===== config.mk =====
export PLATFORM = sky130hd
export DESIGN_NAME = alu_share_arbiter_flat
export DESIGN_NICKNAME = d
export VERILOG_FILES = /design/src/rtl/alu_pkg.sv /design/src/rtl/alu_share_arbiter_if.sv /design/src/rtl/alu.sv /design/src/rtl/rr_arb2.sv /design/src/rtl/alu_share_arbiter.sv /design/src/flat_wrapper.sv
export SDC_FILE = /design/constraint.sdc
export NUM_CORES = 1
export LEC_CHECK = 0
export ABC_AREA = 0
export BUFFER_PORTS_ARGS = -buffer_cell sky130_fd_sc_hd__buf_2
export CORE_AREA = 2 2 171 173
export CTS_BUF_LIST = sky130_fd_sc_hd__clkbuf_4 sky130_fd_sc_hd__clkbuf_8
export DETAILED_ROUTE_END_ITERATION = 8
export DIE_AREA = 0 0 173 175
export PLACE_DENSITY_LB_ADDON = 0.1
export SLEW_MARGIN = 20
export SYNTH_ARGS = -nofsm -noshare
export SYNTH_HDL_FRONTEND = slang
export SYNTH_HIERARCHICAL = 1
export SYNTH_SLANG_ARGS = --single-unit

===== constraint.sdc =====
create_clock -name i_clk -period 14.1 [get_ports i_clk]
set_clock_uncertainty 0.05 [all_clocks]
set_input_delay 1.41 -clock i_clk [delete_from_list [all_inputs] [get_ports i_clk]]
set_output_delay 1.41 -clock i_clk [all_outputs]
set_load 0.05 [all_outputs]

===== src/rtl/alu_pkg.sv =====
// Shared ALU definitions: opsel encodings, requester indices and the
// response-buffer state type used by the shared-ALU arbiter.
package alu_pkg;

  localparam logic [2:0] ALU_ADD  = 3'b000;
  localparam logic [2:0] ALU_SLL  = 3'b001;
  localparam logic [2:0] ALU_SLT  = 3'b010;
  localparam logic [2:0] ALU_SLTX = 3'b011;
  localparam logic [2:0] ALU_XOR  = 3'b100;
  localparam logic [2:0] ALU_SRX  = 3'b101;
  localparam logic [2:0] ALU_OR   = 3'b110;
  localparam logic [2:0] ALU_AND  = 3'b111;

  localparam int unsigned REQ_EXE = 0;
  localparam int unsigned REQ_BR  = 1;

  typedef enum logic {
    BUF_EMPTY = 1'b0,
    BUF_FULL  = 1'b1
  } buf_state_e;

endpackage


===== src/rtl/alu_share_arbiter_if.sv =====
// Request/response bundle between two requesters and the shared-ALU arbiter.
//   slave  : arbiter side (takes requests, returns responses)
//   master : requester side
// Packed fields are {req1, req0}; tags are TAG_W bits per requester.
interface alu_share_arbiter_if #(
  parameter int unsigned TAG_W = 4
) ();

  logic [1:0]         i_req_valid;
  logic [1:0]         o_req_ready;
  logic [5:0]         i_req_opsel;
  logic [1:0]         i_req_sub;
  logic [1:0]         i_req_unsigned;
  logic [1:0]         i_req_arith;
  logic [63:0]        i_req_op1;
  logic [63:0]        i_req_op2;
  logic [2*TAG_W-1:0] i_req_tag;
  logic [1:0]         o_rsp_valid;
  logic [1:0]         i_rsp_ready;
  logic [31:0]        o_rsp_result;
  logic               o_rsp_eq;
  logic               o_rsp_slt;
  logic [TAG_W-1:0]   o_rsp_tag;

  modport slave (
    input  i_req_valid, i_req_opsel, i_req_sub, i_req_unsigned, i_req_arith,
           i_req_op1, i_req_op2, i_req_tag, i_rsp_ready,
    output o_req_ready, o_rsp_valid, o_rsp_result, o_rsp_eq, o_rsp_slt,
           o_rsp_tag
  );

  modport master (
    output i_req_valid, i_req_opsel, i_req_sub, i_req_unsigned, i_req_arith,
           i_req_op1, i_req_op2, i_req_tag, i_rsp_ready,
    input  o_req_ready, o_rsp_valid, o_rsp_result, o_rsp_eq, o_rsp_slt,
           o_rsp_tag
  );

endinterface


===== src/rtl/alu.sv =====
// Combinational 32-bit ALU.
//   i_opsel    : operation (see alu_pkg)
//   i_sub      : ADD becomes op1 - op2
//   i_unsigned : less-than compare is unsigned (applies to o_slt always)
//   i_arith    : SRX is arithmetic instead of logical
//   i_op1/i_op2: operands; shifts use i_op2[4:0]
//   o_result, o_eq (op1 == op2), o_slt (op1 < op2)
module alu
  import alu_pkg::*;
(
  input  logic [2:0]  i_opsel,
  input  logic        i_sub,
  input  logic        i_unsigned,
  input  logic        i_arith,
  input  logic [31:0] i_op1,
  input  logic [31:0] i_op2,
  output logic [31:0] o_result,
  output logic        o_eq,
  output logic        o_slt
);

  logic [4:0] shamt;
  logic       lt;

  assign shamt = i_op2[4:0];
  assign lt    = i_unsigned ? (i_op1 < i_op2) : ($signed(i_op1) < $signed(i_op2));
  assign o_eq  = (i_op1 == i_op2);
  assign o_slt = lt;

  always_comb begin
    o_result = '0;
    unique case (i_opsel)
      ALU_ADD:  o_result = i_sub ? (i_op1 - i_op2) : (i_op1 + i_op2);
      ALU_SLL:  o_result = i_op1 << shamt;
      ALU_SLT,
      ALU_SLTX: o_result = {31'd0, lt};
      ALU_XOR:  o_result = i_op1 ^ i_op2;
      ALU_SRX:  o_result = i_arith ? 32'($signed(i_op1) >>> shamt) : (i_op1 >> shamt);
      ALU_OR:   o_result = i_op1 | i_op2;
      ALU_AND:  o_result = i_op1 & i_op2;
      default:  o_result = '0;
    endcase
  end

endmodule


===== src/rtl/rr_arb2.sv =====
// Combinational 2-way round-robin grant.
//   i_en    : a slot is available this cycle
//   i_valid : per-requester request
//   i_last  : index of the most recently granted requester
//   o_gnt   : one-hot grant, or 0
module rr_arb2 (
  input  logic       i_en,
  input  logic [1:0] i_valid,
  input  logic       i_last,
  output logic [1:0] o_gnt
);

  always_comb begin
    o_gnt = '0;
    if (i_en) begin
      unique case (i_valid)
        2'b01:   o_gnt = 2'b01;
        2'b10:   o_gnt = 2'b10;
        2'b11:   o_gnt = i_last ? 2'b01 : 2'b10;
        default: o_gnt = '0;
      endcase
    end
  end

endmodule


===== src/rtl/alu_share_arbiter.sv =====
// Shares one ALU between two requesters with round-robin arbitration and a
// one-entry response buffer returned to the owning requester.
//   i_clk   : clock
//   i_rst_n : asynchronous active-low reset
//   bus     : request/response bundle (slave side)
// A response for a request accepted in cycle N is valid in cycle N+1; the
// buffer refills in the same cycle it drains, so throughput is one per cycle.
module alu_share_arbiter
  import alu_pkg::*;
#(
  parameter int unsigned TAG_W = 4
) (
  input  logic           i_clk,
  input  logic           i_rst_n,
  alu_share_arbiter_if.slave bus
);

  buf_state_e       state_q, state_d;
  logic             own_q, own_d;
  logic             last_q, last_d;
  logic [31:0]      result_q, result_d;
  logic             eq_q, eq_d;
  logic             slt_q, slt_d;
  logic [TAG_W-1:0] tag_q, tag_d;

  logic       drain;
  logic       can_accept;
  logic [1:0] gnt;
  logic       accept;
  logic       gsel;

  logic [2:0]       mux_opsel;
  logic             mux_sub, mux_unsigned, mux_arith;
  logic [31:0]      mux_op1, mux_op2;
  logic [TAG_W-1:0] mux_tag;
  logic [31:0]      alu_result;
  logic             alu_eq, alu_slt;

  assign drain      = (state_q == BUF_FULL) && bus.i_rsp_ready[own_q];
  assign can_accept = (state_q == BUF_EMPTY) || drain;

  rr_arb2 u_arb (
    .i_en    (can_accept),
    .i_valid (bus.i_req_valid),
    .i_last  (last_q),
    .o_gnt   (gnt)
  );

  // A grant is only ever issued to a valid requester, so grant == handshake.
  assign accept = |gnt;
  assign gsel   = gnt[1];

  assign mux_opsel    = gsel ? bus.i_req_opsel[5:3] : bus.i_req_opsel[2:0];
  assign mux_sub      = bus.i_req_sub[gsel];
  assign mux_unsigned = bus.i_req_unsigned[gsel];
  assign mux_arith    = bus.i_req_arith[gsel];
  assign mux_op1      = gsel ? bus.i_req_op1[63:32] : bus.i_req_op1[31:0];
  assign mux_op2      = gsel ? bus.i_req_op2[63:32] : bus.i_req_op2[31:0];
  assign mux_tag      = gsel ? bus.i_req_tag[2*TAG_W-1:TAG_W] : bus.i_req_tag[TAG_W-1:0];

  alu u_alu (
    .i_opsel    (mux_opsel),
    .i_sub      (mux_sub),
    .i_unsigned (mux_unsigned),
    .i_arith    (mux_arith),
    .i_op1      (mux_op1),
    .i_op2      (mux_op2),
    .o_result   (alu_result),
    .o_eq       (alu_eq),
    .o_slt      (alu_slt)
  );

  always_ff @(posedge i_clk or negedge i_rst_n) begin
    if (!i_rst_n) begin
      state_q  <= BUF_EMPTY;
      own_q    <= 1'b0;
      last_q   <= 1'b1;
      result_q <= '0;
      eq_q     <= 1'b0;
      slt_q    <= 1'b0;
      tag_q    <= '0;
    end else begin
      state_q  <= state_d;
      own_q    <= own_d;
      last_q   <= last_d;
      result_q <= result_d;
      eq_q     <= eq_d;
      slt_q    <= slt_d;
      tag_q    <= tag_d;
    end
  end

  always_comb begin
    state_d  = state_q;
    own_d    = own_q;
    last_d   = last_q;
    result_d = result_q;
    eq_d     = eq_q;
    slt_d    = slt_q;
    tag_d    = tag_q;
    if (accept) begin
      state_d  = BUF_FULL;
      own_d    = gsel;
      last_d   = gsel;
      result_d = alu_result;
      eq_d     = alu_eq;
      slt_d    = alu_slt;
      tag_d    = mux_tag;
    end else if (drain) begin
      state_d = BUF_EMPTY;
    end
  end

  always_comb begin
    bus.o_req_ready  = gnt;
    bus.o_rsp_valid  = '0;
    if (state_q == BUF_FULL) begin
      bus.o_rsp_valid = own_q ? 2'b10 : 2'b01;
    end
    bus.o_rsp_result = result_q;
    bus.o_rsp_eq     = eq_q;
    bus.o_rsp_slt    = slt_q;
    bus.o_rsp_tag    = tag_q;
  end

endmodule


===== src/flat_wrapper.sv =====
// flat-port wrapper written by rule: the top's interface ports become plain ports
module alu_share_arbiter_flat import alu_pkg::*;
#(
  parameter int unsigned TAG_W = 4
)
  (i_clk, i_rst_n, bus_i_req_valid, bus_i_req_opsel, bus_i_req_sub, bus_i_req_unsigned, bus_i_req_arith, bus_i_req_op1, bus_i_req_op2, bus_i_req_tag, bus_i_rsp_ready, bus_o_req_ready, bus_o_rsp_valid, bus_o_rsp_result, bus_o_rsp_eq, bus_o_rsp_slt, bus_o_rsp_tag);
  alu_share_arbiter_if #(.TAG_W(TAG_W)) bus_i ();
  input  logic i_clk;
  input  logic i_rst_n;
  input wire logic [$bits(bus_i.i_req_valid)-1:0] bus_i_req_valid;
  input wire logic [$bits(bus_i.i_req_opsel)-1:0] bus_i_req_opsel;
  input wire logic [$bits(bus_i.i_req_sub)-1:0] bus_i_req_sub;
  input wire logic [$bits(bus_i.i_req_unsigned)-1:0] bus_i_req_unsigned;
  input wire logic [$bits(bus_i.i_req_arith)-1:0] bus_i_req_arith;
  input wire logic [$bits(bus_i.i_req_op1)-1:0] bus_i_req_op1;
  input wire logic [$bits(bus_i.i_req_op2)-1:0] bus_i_req_op2;
  input wire logic [$bits(bus_i.i_req_tag)-1:0] bus_i_req_tag;
  input wire logic [$bits(bus_i.i_rsp_ready)-1:0] bus_i_rsp_ready;
  output wire logic [$bits(bus_i.o_req_ready)-1:0] bus_o_req_ready;
  output wire logic [$bits(bus_i.o_rsp_valid)-1:0] bus_o_rsp_valid;
  output wire logic [$bits(bus_i.o_rsp_result)-1:0] bus_o_rsp_result;
  output wire logic [$bits(bus_i.o_rsp_eq)-1:0] bus_o_rsp_eq;
  output wire logic [$bits(bus_i.o_rsp_slt)-1:0] bus_o_rsp_slt;
  output wire logic [$bits(bus_i.o_rsp_tag)-1:0] bus_o_rsp_tag;
  assign bus_i.i_req_valid = bus_i_req_valid;
  assign bus_i.i_req_opsel = bus_i_req_opsel;
  assign bus_i.i_req_sub = bus_i_req_sub;
  assign bus_i.i_req_unsigned = bus_i_req_unsigned;
  assign bus_i.i_req_arith = bus_i_req_arith;
  assign bus_i.i_req_op1 = bus_i_req_op1;
  assign bus_i.i_req_op2 = bus_i_req_op2;
  assign bus_i.i_req_tag = bus_i_req_tag;
  assign bus_i.i_rsp_ready = bus_i_rsp_ready;
  assign bus_o_req_ready = bus_i.o_req_ready;
  assign bus_o_rsp_valid = bus_i.o_rsp_valid;
  assign bus_o_rsp_result = bus_i.o_rsp_result;
  assign bus_o_rsp_eq = bus_i.o_rsp_eq;
  assign bus_o_rsp_slt = bus_i.o_rsp_slt;
  assign bus_o_rsp_tag = bus_i.o_rsp_tag;
  alu_share_arbiter #(.TAG_W(TAG_W)) u_core (.i_clk(i_clk), .i_rst_n(i_rst_n), .bus(bus_i));
endmodule

==> results.md <==
* Register area at about 1000 um2
* Post-synthesis instance area at around 11,000 um2
* Number of port buffers at slightly below 200
* Post-synth top cells: o21ai_0, nand2_1, a21oi_1, nor2_1, inv_1
* Synth cell types at 75
* Sequential share of the synthesized area at approximately 9%
* Later-pin clock latency in the skew report at a little over 0.3 ns
* Unrepaired setup endpoints after global routing: false
* Number of fill cells in the layout at a little over 3,000
* CTS Sinks at 41
* Post-Place Setup Slack at ~6.6 ns
* Final WL at a little over 50,000 um
* Synth Register Bits at between 40 and 50
* Critical path required time at 14.25 ns
* Max cap viols at 0
* # Post-CTS Setup Buffers at 0
* Final hold violations at 0
* Die H at ~180 um
* Ys flop type: dfrtp_1
* First-pass GRT wire length at 74,700 um
* Total number of vias at about 13,000
* Power Dens Cells at between 150 and 200 nW/um2
* Mapped Cells at 1,544
* Setup_tns at 0 ns
* Worst-path cell chain: buf_2 -> mux2i_1 -> nand2_1 -> nand2_1 -> a21oi_4 -> buf_4 -> buf_4 -> mux2_2 -> buf_4 -> inv_1 -> ha_1 -> nor2_1 -> nand2_1 -> o21ai_0 -> nor2_1 -> o21ai_0 -> a21oi_1 -> o21ai_0 -> xnor2_1 -> a211o_1 -> mux2_4
* Full die area at 30,300 um2
* Top cell type's share of synthesized area at a little over a tenth
* Flop2flop setup slack at around 7.5 ns
* Setup crit end kind: register
* Crit-path max FO at between 40 and 50
* Vias in the first global route at roughly 12,000
* Nets at approximately 1,900
* H-Tree Depth at 2
* Slew HR at 33.9%
* Area leader, netlist: ha_1
* CTS resizes at 0
* DIE WIDTH at around 170 um
* Min Tclk post-route at approximately 7.2 ns
* EDFF count, synth at 0
* Initial drt markers at between 1,000 and 1,500
* VDD IR max at 0.0608 mV
* CORE AREA at around 28,000 um2
* Final setup violation count at 0
* Root buf cell: clkbuf_8
* Syn_area_per_cell at roughly 7.3 um2
* Synth top area cells: ha_1, mux2_2, dfrtp_1
* Data arrival time of the worst path at 7.39 ns
* Via density at slightly above 6
* Initial antenna violation count at 1
* Cts bufs inserted at 5
* Status: finished clean
* Final Slew Violations at 0
* F_max at between 0.1 and 0.15 GHz
* Max stage delay cell, worst path: o21ai_0
* Num rows at between 60 and 70
* IO Pins at slightly below 200
* Worst hold path type: register to register
* Drt pass-1 iters at 9
* Worst Max-Slew Pin Slew at between 0.9 and 1 ns
* WL per Instance at 24.8 um
* All-layer global routing usage at 31.9%
* Share of layout cells above drive strength 1 at a little under a quarter
* WS Path Type: primary input to register
* Initial core utilization at a little under 40%
* HPWL after detailed placement at about 40,000 um
* Ys Warns at 6
* Clock Tree Buf Depth at 2
* CTS tree: done
* CP max stage delay at approximately 0.81 ns
* Post-Syn Nets at 1,797
* Pin count of the biggest net entering global routing at 68
* DRC violations left at 0
* Antenna viol nets, final at 0
* Setup ws final at 6.87 ns
* GP Congestion at 0.978
* Most numerous cell in the Yosys netlist: o21ai_0
* Startpoint types: primary input
* Pleak at 0.00574 uW
* Multi-input gate area at approximately 9200 um2
* Area growth from synthesis to layout at 10.6%
* GRT overflow at 0
* Final period util at between 50% and 60%
* Hold-fix buffers, CTS at 0
* Worst-path clk slew at roughly 0.10 ns
* Post-synth ARST share at 100%
## critical path: cells and delay by family
family                     cells  cell delay (ns)
xor gates and xnor gates       1             0.09
adders and majority gates      1             0.44
AOI/OAI and AO/OA              6             2.15
and+or+nand+nor                5             0.74
buffers and inverters          5             1.69
muxes                          3             0.75
## kinds of logic after synthesis
group | synth area share (%)
compound gates | 29.6
simple gates | 15.8
buf+inv | 8.90
mux | 23.2
fa+ha+maj | 11.1
flops | 9.13
xor+xnor | 2.26
## per-stage QoR
| step | util (%) | instance area, um2 | power (uW) | cells | hold WS [ns] |
|---|---|---|---|---|---|
| after detailed placement | 43.4 | 12300 | 2130 | 2024 | 0.447 |
| after CTS | 43.8 | 12400 | 2240 | 2032 | 0.467 |
| final | 43.8 | 12400 | 2290 | 2033 | 0.462 |
| after global placement | 43.4 | 12300 | 2140 | 2024 | 0.439 |
| after floorplan | - | 11300 | 1580 | 1544 | 0.438 |
| after global routing | 43.8 | 12400 | 2410 | 2032 | 0.483 |
## final timing paths
check                                                        from                                       to  cells past startpoint
min reg2reg                u_core/bus.o_rsp_result[2]$_DFFE_PN0P_   u_core/bus.o_rsp_result[2]$_DFFE_PN0P_                      1
max in group asynchronous                                 i_rst_n  u_core/bus.o_rsp_result[16]$_DFFE_PN0P_                      1
min in group asynchronous                                 i_rst_n  u_core/bus.o_rsp_result[15]$_DFFE_PN0P_                      1
max                                            bus_i_rsp_ready[1]  u_core/bus.o_rsp_result[31]$_DFFE_PN0P_                     21
min                        u_core/bus.o_rsp_result[2]$_DFFE_PN0P_   u_core/bus.o_rsp_result[2]$_DFFE_PN0P_                      1
max reg2reg                              u_core/own_q$_DFFE_PN0P_  u_core/bus.o_rsp_result[31]$_DFFE_PN0P_                     20
## cells in the final DEF (no fill, tap or decap), types with 19 or more instances in the layout
| cell | count |
|---|---|
| ha_1 | 97 |
| dfrtp_1 | 40 |
| buf_4 | 20 |
| mux4_2 | 19 |
| a211oi_1 | 32 |
| nand3_1 | 24 |
| a21o_1 | 23 |
| a21oi_1 | 130 |
| o211ai_1 | 20 |
| inv_1 | 119 |
| mux2_2 | 88 |
| nand2_1 | 135 |
| nor3_1 | 36 |
| mux2_4 | 31 |
| buf_2 | 195 |
| mux2i_1 | 73 |
| o21ai_0 | 175 |
| nor2_1 | 127 |
| xnor2_1 | 28 |
## report_power, final
group	internal [uW]	leakage [uW]	total (uW)	switching [uW]
clock	53.1	0.0000544	99.7	46.6
sequential	171	0.000513	211	39.9
combinational	662	0.00517	1980	1320
## layout make-up
type / count / share of cell area (%)
well taps: 384 / 3.86
clock buffers: 5 / 0.553
diodes: 1 / 0.0201
clock inverters: 3 / 0.372
repair buffers: 215 / 9.05
flip-flops and latches: 41 / 8.26
multi-input cells: 1263 / 74.2
inverters: 121 / 3.65
## per-layer routing
layer | share of wire, % | up-vias | track usage (%)
li1 | - | 5820 | -
met1 | 44 | 6107 | 44.2
met2 | 44 | 648 | 50.5
met3 | 9.3 | 94 | 5.83
met4 | 3.1 | 0 | 8.97
met5 | 0 | - | 0
## flip-flops by register name (all words and copies together) (netlist names)
signal / count
u_core/bus.o_rsp_eq: 1
u_core/state_q: 1
u_core/last_q: 1
u_core/own_q: 1
u_core/bus.o_rsp_tag: 4
u_core/bus.o_rsp_slt: 1
u_core/bus.o_rsp_result: 32
Power figures use the tool's default switching activity.
